`src/rtl/uart_stream_ctrl.sv`:
```
`default_nettype none
// +----------------------------------------------------------------------------+
// | uart_stream_ctrl: debounced button -> message TX, RX FIFO echo/drain,      |
// | byte-boundary TX arbitration, saturating overflow count.                   |
// | Optional: UART_ECHO_UPCASE_EN upper-cases a..z at FIFO push.               |
// | Revision: 1.0                                                              |
// +----------------------------------------------------------------------------+
module uart_stream_ctrl #(
    parameter int FIFO_DEPTH      = 16,
    parameter int DEBOUNCE_CYCLES = 5,
    parameter int MSG_LEN         = 11,
    parameter int DROP_CNT_W      = 8
) (
    input  logic                          clk,
    input  logic                          rst,
    input  logic                          btn_n,
    input  logic                          echo_en,
    input  logic [7:0]                    rx_word,
    input  logic                          rx_rxne,
    input  logic                          rx_ore,
    output logic                          rx_rxne_clear,
    output logic [7:0]                    tx_data,
    output logic                          tx_valid,
    input  logic                          tx_busy,
    output logic                          msg_busy,
    output logic [$clog2(FIFO_DEPTH):0]   fifo_count,
    output logic [DROP_CNT_W-1:0]         drop_cnt
);
    localparam int c_PTR_W = $clog2(FIFO_DEPTH);
    localparam int c_CNT_W = c_PTR_W + 1;
    localparam int c_IDX_W = $clog2(MSG_LEN + 1);
    localparam int c_DB_W  = $clog2(DEBOUNCE_CYCLES + 1);
    localparam logic [c_DB_W-1:0]  c_DB_LAST  = c_DB_W'(DEBOUNCE_CYCLES - 1);
    localparam logic [c_IDX_W-1:0] c_IDX_LAST = c_IDX_W'(MSG_LEN - 1);
    localparam logic [c_CNT_W-1:0] c_FULL     = c_CNT_W'(FIFO_DEPTH);

    typedef enum logic [1:0] {
        S_IDLE      = 2'd0,
        S_ISSUE     = 2'd1,
        S_WAIT_ACK  = 2'd2,
        S_WAIT_DONE = 2'd3
    } state_t;

    function automatic logic [7:0] rom_byte(input logic [c_IDX_W-1:0] idx);
        int unsigned i;
        i = 32'(idx);
        if (i < 32'(MSG_LEN - 1)) return 8'(32'h30 + i % 10);
        return 8'h0A;
    endfunction

    logic                  sync1_q, sync1_d, sync2_q, sync2_d;
    logic                  btn_pressed_q, btn_pressed_d, press_q, press_d;
    logic [c_DB_W-1:0]     db_cnt_q, db_cnt_d;
    state_t                state_q, state_d;
    logic [7:0]            tx_data_q, tx_data_d;
    logic                  cur_msg_q, cur_msg_d;
    logic                  msg_busy_q, msg_busy_d;
    logic [c_IDX_W-1:0]    msg_idx_q, msg_idx_d;
    logic                  rx_clear_q, rx_clear_d;
    logic [c_PTR_W-1:0]    wr_ptr_q, wr_ptr_d, rd_ptr_q, rd_ptr_d;
    logic [c_CNT_W-1:0]    count_q, count_d;
    logic [DROP_CNT_W-1:0] drop_q, drop_d;
    logic [7:0]            mem_q [FIFO_DEPTH];

    logic                  w_full, w_empty, w_accept, w_push, w_pop, w_pop_echo;
    logic                  w_tx_valid;
    logic [7:0]            w_push_byte;
    logic [DROP_CNT_W+1:0] w_drop_sum;

`ifdef UART_ECHO_UPCASE_EN
    always_comb begin
        w_push_byte = rx_word;
        if (rx_word >= 8'h61 && rx_word <= 8'h7A) w_push_byte = rx_word - 8'h20;
    end
`else
    assign w_push_byte = rx_word;
`endif

    // Filtered state flips on the DEBOUNCE_CYCLES-th consecutive differing sample.
    always_comb begin
        sync1_d       = btn_n;
        sync2_d       = sync1_q;
        db_cnt_d      = '0;
        btn_pressed_d = btn_pressed_q;
        press_d       = 1'b0;
        if ((~sync2_q) != btn_pressed_q) begin
            if (db_cnt_q == c_DB_LAST) begin
                btn_pressed_d = ~btn_pressed_q;
                press_d       = ~btn_pressed_q;
            end else begin
                db_cnt_d = db_cnt_q + c_DB_W'(1);
            end
        end
    end

    always_comb begin
        w_full     = (count_q == c_FULL);
        w_empty    = (count_q == '0);
        w_accept   = rx_rxne & ~rx_clear_q;
        state_d    = state_q;
        tx_data_d  = tx_data_q;
        cur_msg_d  = cur_msg_q;
        msg_busy_d = msg_busy_q;
        msg_idx_d  = msg_idx_q;
        w_tx_valid = 1'b0;
        w_pop_echo = 1'b0;
        case (state_q)
            // A new byte is only taken once the core is idle, so nothing is
            // pulled out of the FIFO while the line is held busy.
            S_IDLE: begin
                if (!tx_busy) begin
                    if (msg_busy_q) begin
                        tx_data_d = rom_byte(msg_idx_q);
                        cur_msg_d = 1'b1;
                        state_d   = S_ISSUE;
                    end else if (echo_en && !w_empty) begin
                        tx_data_d  = mem_q[rd_ptr_q];
                        cur_msg_d  = 1'b0;
                        w_pop_echo = 1'b1;
                        state_d    = S_ISSUE;
                    end
                end
            end
            S_ISSUE: begin
                if (!tx_busy) begin
                    w_tx_valid = 1'b1;
                    state_d    = S_WAIT_ACK;
                    if (cur_msg_q && msg_idx_q == c_IDX_LAST) begin
                        msg_busy_d = 1'b0;
                        cur_msg_d  = 1'b0;
                    end
                end
            end
            S_WAIT_ACK: begin
                if (tx_busy) state_d = S_WAIT_DONE;
            end
            S_WAIT_DONE: begin
                if (!tx_busy) begin
                    state_d = S_IDLE;
                    if (cur_msg_q) msg_idx_d = msg_idx_q + c_IDX_W'(1);
                end
            end
            default: state_d = S_IDLE;
        endcase
        if (press_q && !msg_busy_q) begin
            msg_busy_d = 1'b1;
            msg_idx_d  = '0;
        end

        w_pop      = w_pop_echo | (~echo_en & ~w_empty);
        w_push     = w_accept & (~w_full | w_pop);
        rx_clear_d = w_accept;
        wr_ptr_d   = w_push ? wr_ptr_q + c_PTR_W'(1) : wr_ptr_q;
        rd_ptr_d   = w_pop  ? rd_ptr_q + c_PTR_W'(1) : rd_ptr_q;
        case ({w_push, w_pop})
            2'b10:   count_d = count_q + c_CNT_W'(1);
            2'b01:   count_d = count_q - c_CNT_W'(1);
            default: count_d = count_q;
        endcase

        // A full-FIFO drop and an overrun can land in the same cycle.
        w_drop_sum = (DROP_CNT_W+2)'(drop_q)
                   + (DROP_CNT_W+2)'(w_accept & w_full & ~w_pop)
                   + (DROP_CNT_W+2)'(rx_ore);
        drop_d = (w_drop_sum[DROP_CNT_W+1:DROP_CNT_W] != 2'b00) ? '1 : w_drop_sum[DROP_CNT_W-1:0];
    end

    always_ff @(posedge clk) begin
        if (rst) begin
            sync1_q       <= 1'b1;
            sync2_q       <= 1'b1;
            btn_pressed_q <= 1'b0;
            press_q       <= 1'b0;
            db_cnt_q      <= '0;
            state_q       <= S_IDLE;
            tx_data_q     <= 8'h00;
            cur_msg_q     <= 1'b0;
            msg_busy_q    <= 1'b0;
            msg_idx_q     <= '0;
            rx_clear_q    <= 1'b0;
            wr_ptr_q      <= '0;
            rd_ptr_q      <= '0;
            count_q       <= '0;
            drop_q        <= '0;
        end else begin
            sync1_q       <= sync1_d;
            sync2_q       <= sync2_d;
            btn_pressed_q <= btn_pressed_d;
            press_q       <= press_d;
            db_cnt_q      <= db_cnt_d;
            state_q       <= state_d;
            tx_data_q     <= tx_data_d;
            cur_msg_q     <= cur_msg_d;
            msg_busy_q    <= msg_busy_d;
            msg_idx_q     <= msg_idx_d;
            rx_clear_q    <= rx_clear_d;
            wr_ptr_q      <= wr_ptr_d;
            rd_ptr_q      <= rd_ptr_d;
            count_q       <= count_d;
            drop_q        <= drop_d;
        end
    end

    always_ff @(posedge clk) begin
        if (w_push) mem_q[wr_ptr_q] <= w_push_byte;
    end

    assign rx_rxne_clear = rx_clear_q;
    assign tx_data       = tx_data_q;
    assign tx_valid      = w_tx_valid;
    assign msg_busy      = msg_busy_q;
    assign fifo_count    = count_q;
    assign drop_cnt      = drop_q;

endmodule
`default_nettype wire

```
`config.mk`:
```
export PLATFORM = sky130hd
export DESIGN_NAME = uart_stream_ctrl
export DESIGN_NICKNAME = d
export VERILOG_FILES = /design/src/rtl/uart_stream_ctrl.sv
export SDC_FILE = /design/constraint.sdc
export NUM_CORES = 1
export LEC_CHECK = 0
export BUFFER_PORTS_ARGS = -buffer_cell sky130_fd_sc_hd__buf_2
export CAP_MARGIN = 40
export CORE_ASPECT_RATIO = 2
export CORE_UTILIZATION = 26
export DETAILED_ROUTE_END_ITERATION = 12
export PLACE_DENSITY = 0.44
export SLEW_MARGIN = 5
export SYNTH_ARGS = -nofsm -noshare
export SYNTH_HDL_FRONTEND = slang
export SYNTH_SLANG_ARGS = --single-unit
```
`constraint.sdc`:
```
create_clock -name clk -period 8 [get_ports clk]
set_input_delay 2 -clock clk [delete_from_list [all_inputs] [get_ports clk]]
set_output_delay 2 -clock clk [all_outputs]
set_load 0.05 [all_outputs]
```
==> impl_results.md, run 1 <==
- Status: completed
- Max IR drop VDD: between 0.15 and 0.2 mV
- Post-Syn Area: around 7500 um^2
- Post-synth EDFFs: about 130
- DR vias/cell: about 4.7
- Layout cells sized above 1: 0.2248
- ANT cells: 0
- Cells after Synth: 539
- Final hold violations: 0
- Sequential fraction of the synthesis area: 0.6396
- R2r endpoint: fifo_count[4]
- Vias in the first global route: 4,819
- Asr flop ratio synth: 0
- DRC: 0
- Crit Path Max Fanout: 8
- Syn avg cell area: between 10 and 15 um^2
- Sequential Power Share: 0.424
- Core Area: 28,410 um^2
- Worst slew pin tran: between 0.8 and 0.9 ns
- Sink Count: 177
- CTS HTree Levels: 4
- Critical path required time: about 6.0 ns
- Setup crit start kind: primary input
- Initial core utilization: 0.2655
- DR pass1 iterations: 4
- Post-CTS Repair Setup Buffers: 0
- GRT Util Overall: 0.1319
- Finished Cell Area: approximately 9000 um^2
- Routed len/inst: about 19 um
- Longest Clk Path Bufs: 2
- Setup violations, final: 0
- DRT iter0 DRCs: between 200 and 250
- Post-synth cell types: 54
- DIE AREA: 29,740 um^2
- Hold Path Depth: 1
- Reg2reg setup slack: around 4.9 ns
- Worst r2r src: state_q[1]
- Hold Buf Count CTS: 0
- # port buffers: 38
- Met2 wire len: approximately 11 mm
- Unrepaired setup endpoints after global routing: no
- Crit-path slowest cell: buf_2
- TritonCTS Buffers: 17
- Crit path DAT: ~2.6 ns
- Leak: between 0.003 and 0.004 uW
- Met1 WL: about 6.3 mm
- Placement Cell Area: approximately 8200 um^2
- Worst skew pair latency: roughly 0.44 ns
- Layout Nets: 630
- Ys Warns: 0
- WS Path Type: primary input to output port
- Fill count: between 2,000 and 3,000
- Top Layer Used: met4
- Hold Path Origin: sync1_q
- Initial antenna violation count: 0
- Post_cts resized: 0
- CTS tree: yes
- CP most frequent cell: buf_2
- Skew final: about 0.0076 ns
- Largest net degree at the start of global routing: 50
- Hold EP: sync2_q
- Max Clk Rate: between 200 and 250 MHz
- Syn Nets: between 500 and 600
- CP Capture Type: output port
- Clock Pin Slew Worst Setup and Hold Paths: about 0.070 ns
- Hold Crit Class: flip-flop to flip-flop
- Synthesis-to-finish area growth: 16.82%
- Slew margin rel.: 0.4108
- Period Utilization, post-route: 0.5776
- Die H: about 240 um
- CP Cell Sequence: buf_2 -> nor2b_1 -> buf_2
- Ys flop type: edfxtp_1
- Tmin final: around 4.6 ns
- Psw: between 800 and 900 uW
- Fin. max-slew vios: 0
- WL final: approximately 18 mm
- Pwr Density: ~290 nW/um^2
- Yosys reg bits: around 180
- Final TNS setup: 0 ns
- Global-route wire length before repair: around 28 mm
- Clock share of power: 0.320
- Die width: roughly 120 um
- Row count: 87
- Max cap viols: 0
- Antenna Nets Post-Route: 0
- Top Ports: 39
- Int Power: roughly 1700 uW
- Critical Path Max Stage Delay: just under 0.3 ns
- Routed length on met3: slightly below 500 um
- Combinational Power Share: 0.256
- Placer Congestion: a little under 0.8
- Remaining global-route overflow: 0
- CTS Root Cell: clkbuf_16
- Sw frac: 0.3290
- Cell count of the worst reg-to-reg path: 12
- HPWL after detailed placement: 13.36 mm
- Vias post-DR: about 4,500
==> worst max path at each step <==
stage / cells after the start / slack, ns / startpoint / endpoint
2_1_floorplan: 1 / 3.29 / tx_busy / tx_valid
5_1_grt: 3 / 3.33 / tx_busy / tx_valid
3_5_place_dp: 3 / 3.37 / tx_busy / tx_valid
3_3_place_gp: 3 / 3.41 / tx_busy / tx_valid
6_report: 3 / 3.38 / tx_busy / tx_valid
4_1_cts: 3 / 3.37 / tx_busy / tx_valid
==> stage by stage <==
stage          power, uW  cells  setup WS, ns  utilization  hold slack [ns]
6_report            2521    961         3.379       0.3102           0.4145
5_1_grt             2645    961         3.326       0.3102           0.4297
4_1_cts             2563    961         3.368       0.3102           0.4171
3_5_place_dp        1750    929         3.370       0.2900           0.3997
3_3_place_gp        1735    917         3.414       0.2867           0.3976
2_1_floorplan       1574    539         3.291            -           0.3895
==> cell usage after synthesis, drive strengths merged (7+ instances only) <==
library cell	number	area share
edfxtp	128	0.51
nor2	53	0.026
dfxtp	49	0.13
nand2	24	0.012
ha	21	0.035
mux4	21	0.063
a21oi	20	0.013
nor2b	19	0.016
inv	18	0.0090
a211oi	14	0.015
o21ai	14	0.011
buf	13	0.0083
clkbuf	13	0.0065
mux2i	13	0.017
nand3	10	0.0066
nor3	10	0.0066
mux2	9	0.013
xnor2	9	0.010
nand2b	7	0.0058
o22ai	7	0.0058
xor2	7	0.0081
==> cell usage in the layout, fill, tap and decap left out, types with 3 or more instances in the layout <==
cell       Yosys  routed
a2111oi_0      4       4
a211oi_1      12      12
a21o_1         5       5
a21oi_1       20      20
a31oi_1        5       5
and3_1         4       4
buf_2         11      41
buf_4          0      18
clkbuf_16      0      17
clkinv_4       0       4
dfxtp_1       49      48
edfxtp_1     128     128
ha_1          21      21
inv_1         18      18
inv_6          0       6
mux2_2         9       9
mux2i_1       13      13
mux4_2        21      21
nand2_1       24      24
nand2b_1       7       7
nand3_1       10      10
nand4_1        4       4
nor2_1        53      53
nor2b_1       19      19
nor3_1        10      10
nor4_1         5       5
o21ai_0       12      12
o22ai_1        7       7
or2_2          3       3
xnor2_1        9       9
xor2_1         7       7
==> routing by layer <==
layer	vias up	GRT usage
met5	-	0
met4	0	0.05488
met3	20	0.03055
met2	73	0.2612
met1	2314	0.1227
li1	2134	-
==> area by class of cell <==
class | count | area (um^2) | share of cell area
tap | 356 | 445.4 | 0.05055
sequential | 177 | 4826 | 0.5476
clock inverter | 15 | 147.6 | 0.01675
clock buffer | 17 | 425.4 | 0.04827
inverter | 19 | 71.32 | 0.008093
multi-input combinational | 317 | 2536 | 0.2878
timing repair buffer | 60 | 360.3 | 0.04089
==> cells by family (layout without fill, tap and decap cells) <==
| kind of cell | count (synthesis) | count (layout) | synth area share |
|---|---|---|---|
| flip-flops | 177 | 177 | 0.6396 |
| AND/OR/NAND/NOR | 149 | 149 | 0.09819 |
| AO/OA/AOI/OAI | 86 | 86 | 0.08592 |
| buffers and inverters | 45 | 111 | 0.02422 |
| multiplexers | 43 | 43 | 0.09338 |
| adder cells (fa/ha/maj) | 23 | 23 | 0.04014 |
| XOR/XNOR | 16 | 16 | 0.01858 |
==> state kept, by name, summed over array words and instances, names as in the netlist, named ones only <==
name,count
mem_q,128
drop_cnt,8
tx_data,8
fifo_count,5
msg_idx_q,4
rd_ptr_q,4
wr_ptr_q,4
db_cnt_q,3
state_q,2
btn_pressed_q,1
cur_msg_q,1
msg_busy,1
press_q,1
rx_rxne_clear,1
sync1_q,1
sync2_q,1
==> power groups by stage <==
| stage | logic, uW | registers [uW] | clock network, uW |
|---|---|---|---|
| 3_5_place_dp | 658 | 1090 | 0 |
| 3_3_place_gp | 645 | 1090 | 0 |
| 4_1_cts | 660 | 1070 | 831 |
| 6_report | 644 | 1070 | 807 |
| 5_1_grt | 702 | 1080 | 866 |
| 2_1_floorplan | 426 | 1150 | 0 |
==> critical path: cells and delay by family <==
kind,cells,cell delay (ns)
and+or+nand+nor,1,0.18
buffers and inverters,2,0.44
(Power assumes the default switching activity.)
==> run 2: changes to the inputs <==
--- a/config.mk
+++ b/config.mk
@@ -10,7 +10,7 @@
 export CORE_ASPECT_RATIO = 2
 export CORE_UTILIZATION = 26
 export DETAILED_ROUTE_END_ITERATION = 12
-export PLACE_DENSITY = 0.44
+export PLACE_DENSITY = 0.46
 export SLEW_MARGIN = 5
 export SYNTH_ARGS = -nofsm -noshare
 export SYNTH_HDL_FRONTEND = slang
==> constraint.sdc (replaced) <==
create_clock -name clk -period 3.75 [get_ports clk]
set_input_delay 0.9375 -clock clk [delete_from_list [all_inputs] [get_ports clk]]
set_output_delay 0.9375 -clock clk [all_outputs]
set_load 0.05 [all_outputs]
==> impl_results.md, run 2 (synthesized netlist as in run 1, its figures left out) <==
- Status: completed
- Leak: approximately 0.003 uW
- DIE AREA: 29,740 um^2
- Crit Path Max Fanout: 7
- Clock Pin Slew Worst Setup and Hold Paths: 0.07 ns
- Initial antenna violation count: 0
- Critical path required time: ~4.0 ns
- Post_cts resized: 0
- Tmin final: 3.081 ns
- DRT iter0 DRCs: between 200 and 300
- Reg2reg setup slack: between 0.6 and 0.7 ns
- Worst skew pair latency: 0.43 ns
- CTS HTree Levels: 4
- Top Ports: 39
- R2r endpoint: fifo_count[4]
- Setup violations, final: 0
- Post-CTS Repair Setup Buffers: 0
- CP Capture Type: flip-flop
- Largest register FFs: roughly 130
- CP Launch Point: state_q[1]
- Hold Crit Class: flip-flop to flip-flop
- Synthesis-to-finish area growth: 16.09%
- Die H: ~240 um
- Sink Count: around 180
- Most frequent cells in the layout: 128 x edfxtp_1, 53 x nor2_1, 48 x dfxtp_1
- Pwr Density: around 600 nW/um^2
- Reg with most FFs: mem_q
- Vias in the first global route: between 4,000 and 5,000
- Final hold violations: 0
- ANT cells: 0
- Final TNS setup: 0 ns
- Longest Clk Path Bufs: 2
- Setup crit start kind: flip-flop
- Gr busiest metal: met2
- Commonest non-fill, non-tap cell in the layout: edfxtp_1
- CTS Root Cell: clkbuf_16
- Final core utilization: 0.3082
- Initial core utilization: 0.2655
- HPWL after detailed placement: between 10 and 15 mm
- Max cap viols: 0
- Fill count: about 2,800
- Design Power: 5262 uW
- Slew margin rel.: 0.4091
- Fin. max-slew vios: 0
- GRT met3 Usage: 0.02937
- DRC: 0
- Hold EP: sync2_q
- WHS: just over 0.4 ns
- Hold Path Depth: 1
- Met2 Use GR: 0.2678
- Max Clk Rate: roughly 320 MHz
- Worst r2r src: state_q[1]
- Global-route wire length before repair: 28.03 mm
- Worst slew pin tran: between 0.8 and 0.9 ns
- WL final: 18.20 mm
- Routed len/inst: between 15 and 20 um
- Period Utilization, post-route: 0.8215
- Antenna Nets Post-Route: 0
- TritonCTS Buffers: 17
- Die width: between 100 and 150 um
- CTS tree: yes
- Crit path DAT: 3.36 ns
- Hold Path Origin: sync1_q
- Largest net degree at the start of global routing: 43
- Cell count of the worst reg-to-reg path: 12
- Met1 usage: 0.1147
- GRT Util Overall: 0.1313
- Core Area: roughly 28,000 um^2
- Skew final: 0.009228 ns
- Unrepaired setup endpoints after global routing: no
- Layout Nets: between 600 and 700
- DR pass1 iterations: 4
- Layout cells sized above 1: 0.2215
- Hold Buf Count CTS: 0
- Max IR drop VDD: about 0.28 mV
- # port buffers: 38
- Placer Congestion: 0.7943
- Row count: 87
- WS Path Type: flip-flop to flip-flop
- DR vias/cell: around 4.7
- Vias post-DR: 4,520
- Remaining global-route overflow: 0
run 2: how the worst max path moves through the flow:
stage | endpoint | slack [ns] | depth (start not counted)
floorplan | fifo_count[4] | 0.72 | 9
global placement | fifo_count[4] | 0.34 | 10
detailed placement | fifo_count[4] | 0.34 | 11
CTS | fifo_count[4] | 0.67 | 12
global route | fifo_count[4] | 0.43 | 12
finish | fifo_count[4] | 0.67 | 12
run 2: layer usage:
| metal | part of all wire | wire (um) |
|---|---|---|
| met1 | 0.34 | 6139 |
| met2 | 0.61 | 11170 |
| met3 | 0.026 | 467 |
| met4 | 0.023 | 427 |
| met5 | 0 | 0 |
run 2: area by class of cell:
type                    count  area [um^2]  area share
inverters                  19        71.32    0.008144
clock inverters            14        93.84     0.01072
clock buffers              18        429.2     0.04901
flip-flops and latches    177         4826      0.5511
repair buffers             60        355.3     0.04058
multi-input cells         317         2536      0.2896
well taps                 356        445.4     0.05086
run 2: per-stage QoR:
step           std cells  instance area [um^2]  worst slack (ns)
4_1_cts              961                  8757            0.6669
5_1_grt              961                  8757            0.4331
2_1_floorplan        539                  7543            0.7226
6_report             961                  8757            0.6694
3_3_place_gp         929                  8234            0.3439
3_5_place_dp         929                  8234            0.3362
run 2: worst max-delay path: stages, from the launching register on:
cell and delay, ns:
dfxtp_1 0.34, inv_1 0.12, ha_1 0.28, or3b_4 0.46, a2bb2oi_4 0.27, nand2_1 0.12, inv_1 0.14, ha_1 0.27
nor2b_1 0.14, o21ai_0 0.35, nand4_1 0.15, a31oi_1 0.19, a21oi_1 0.09
run 2: power breakdown:
part	internal, uW	total, uW	switching, uW	leakage, uW
logic	540	1330	788	0.00119
registers	2190	2340	147	0.00155
clock network	841	1590	751	0.000245
total	3580	5260	1690	0.00299
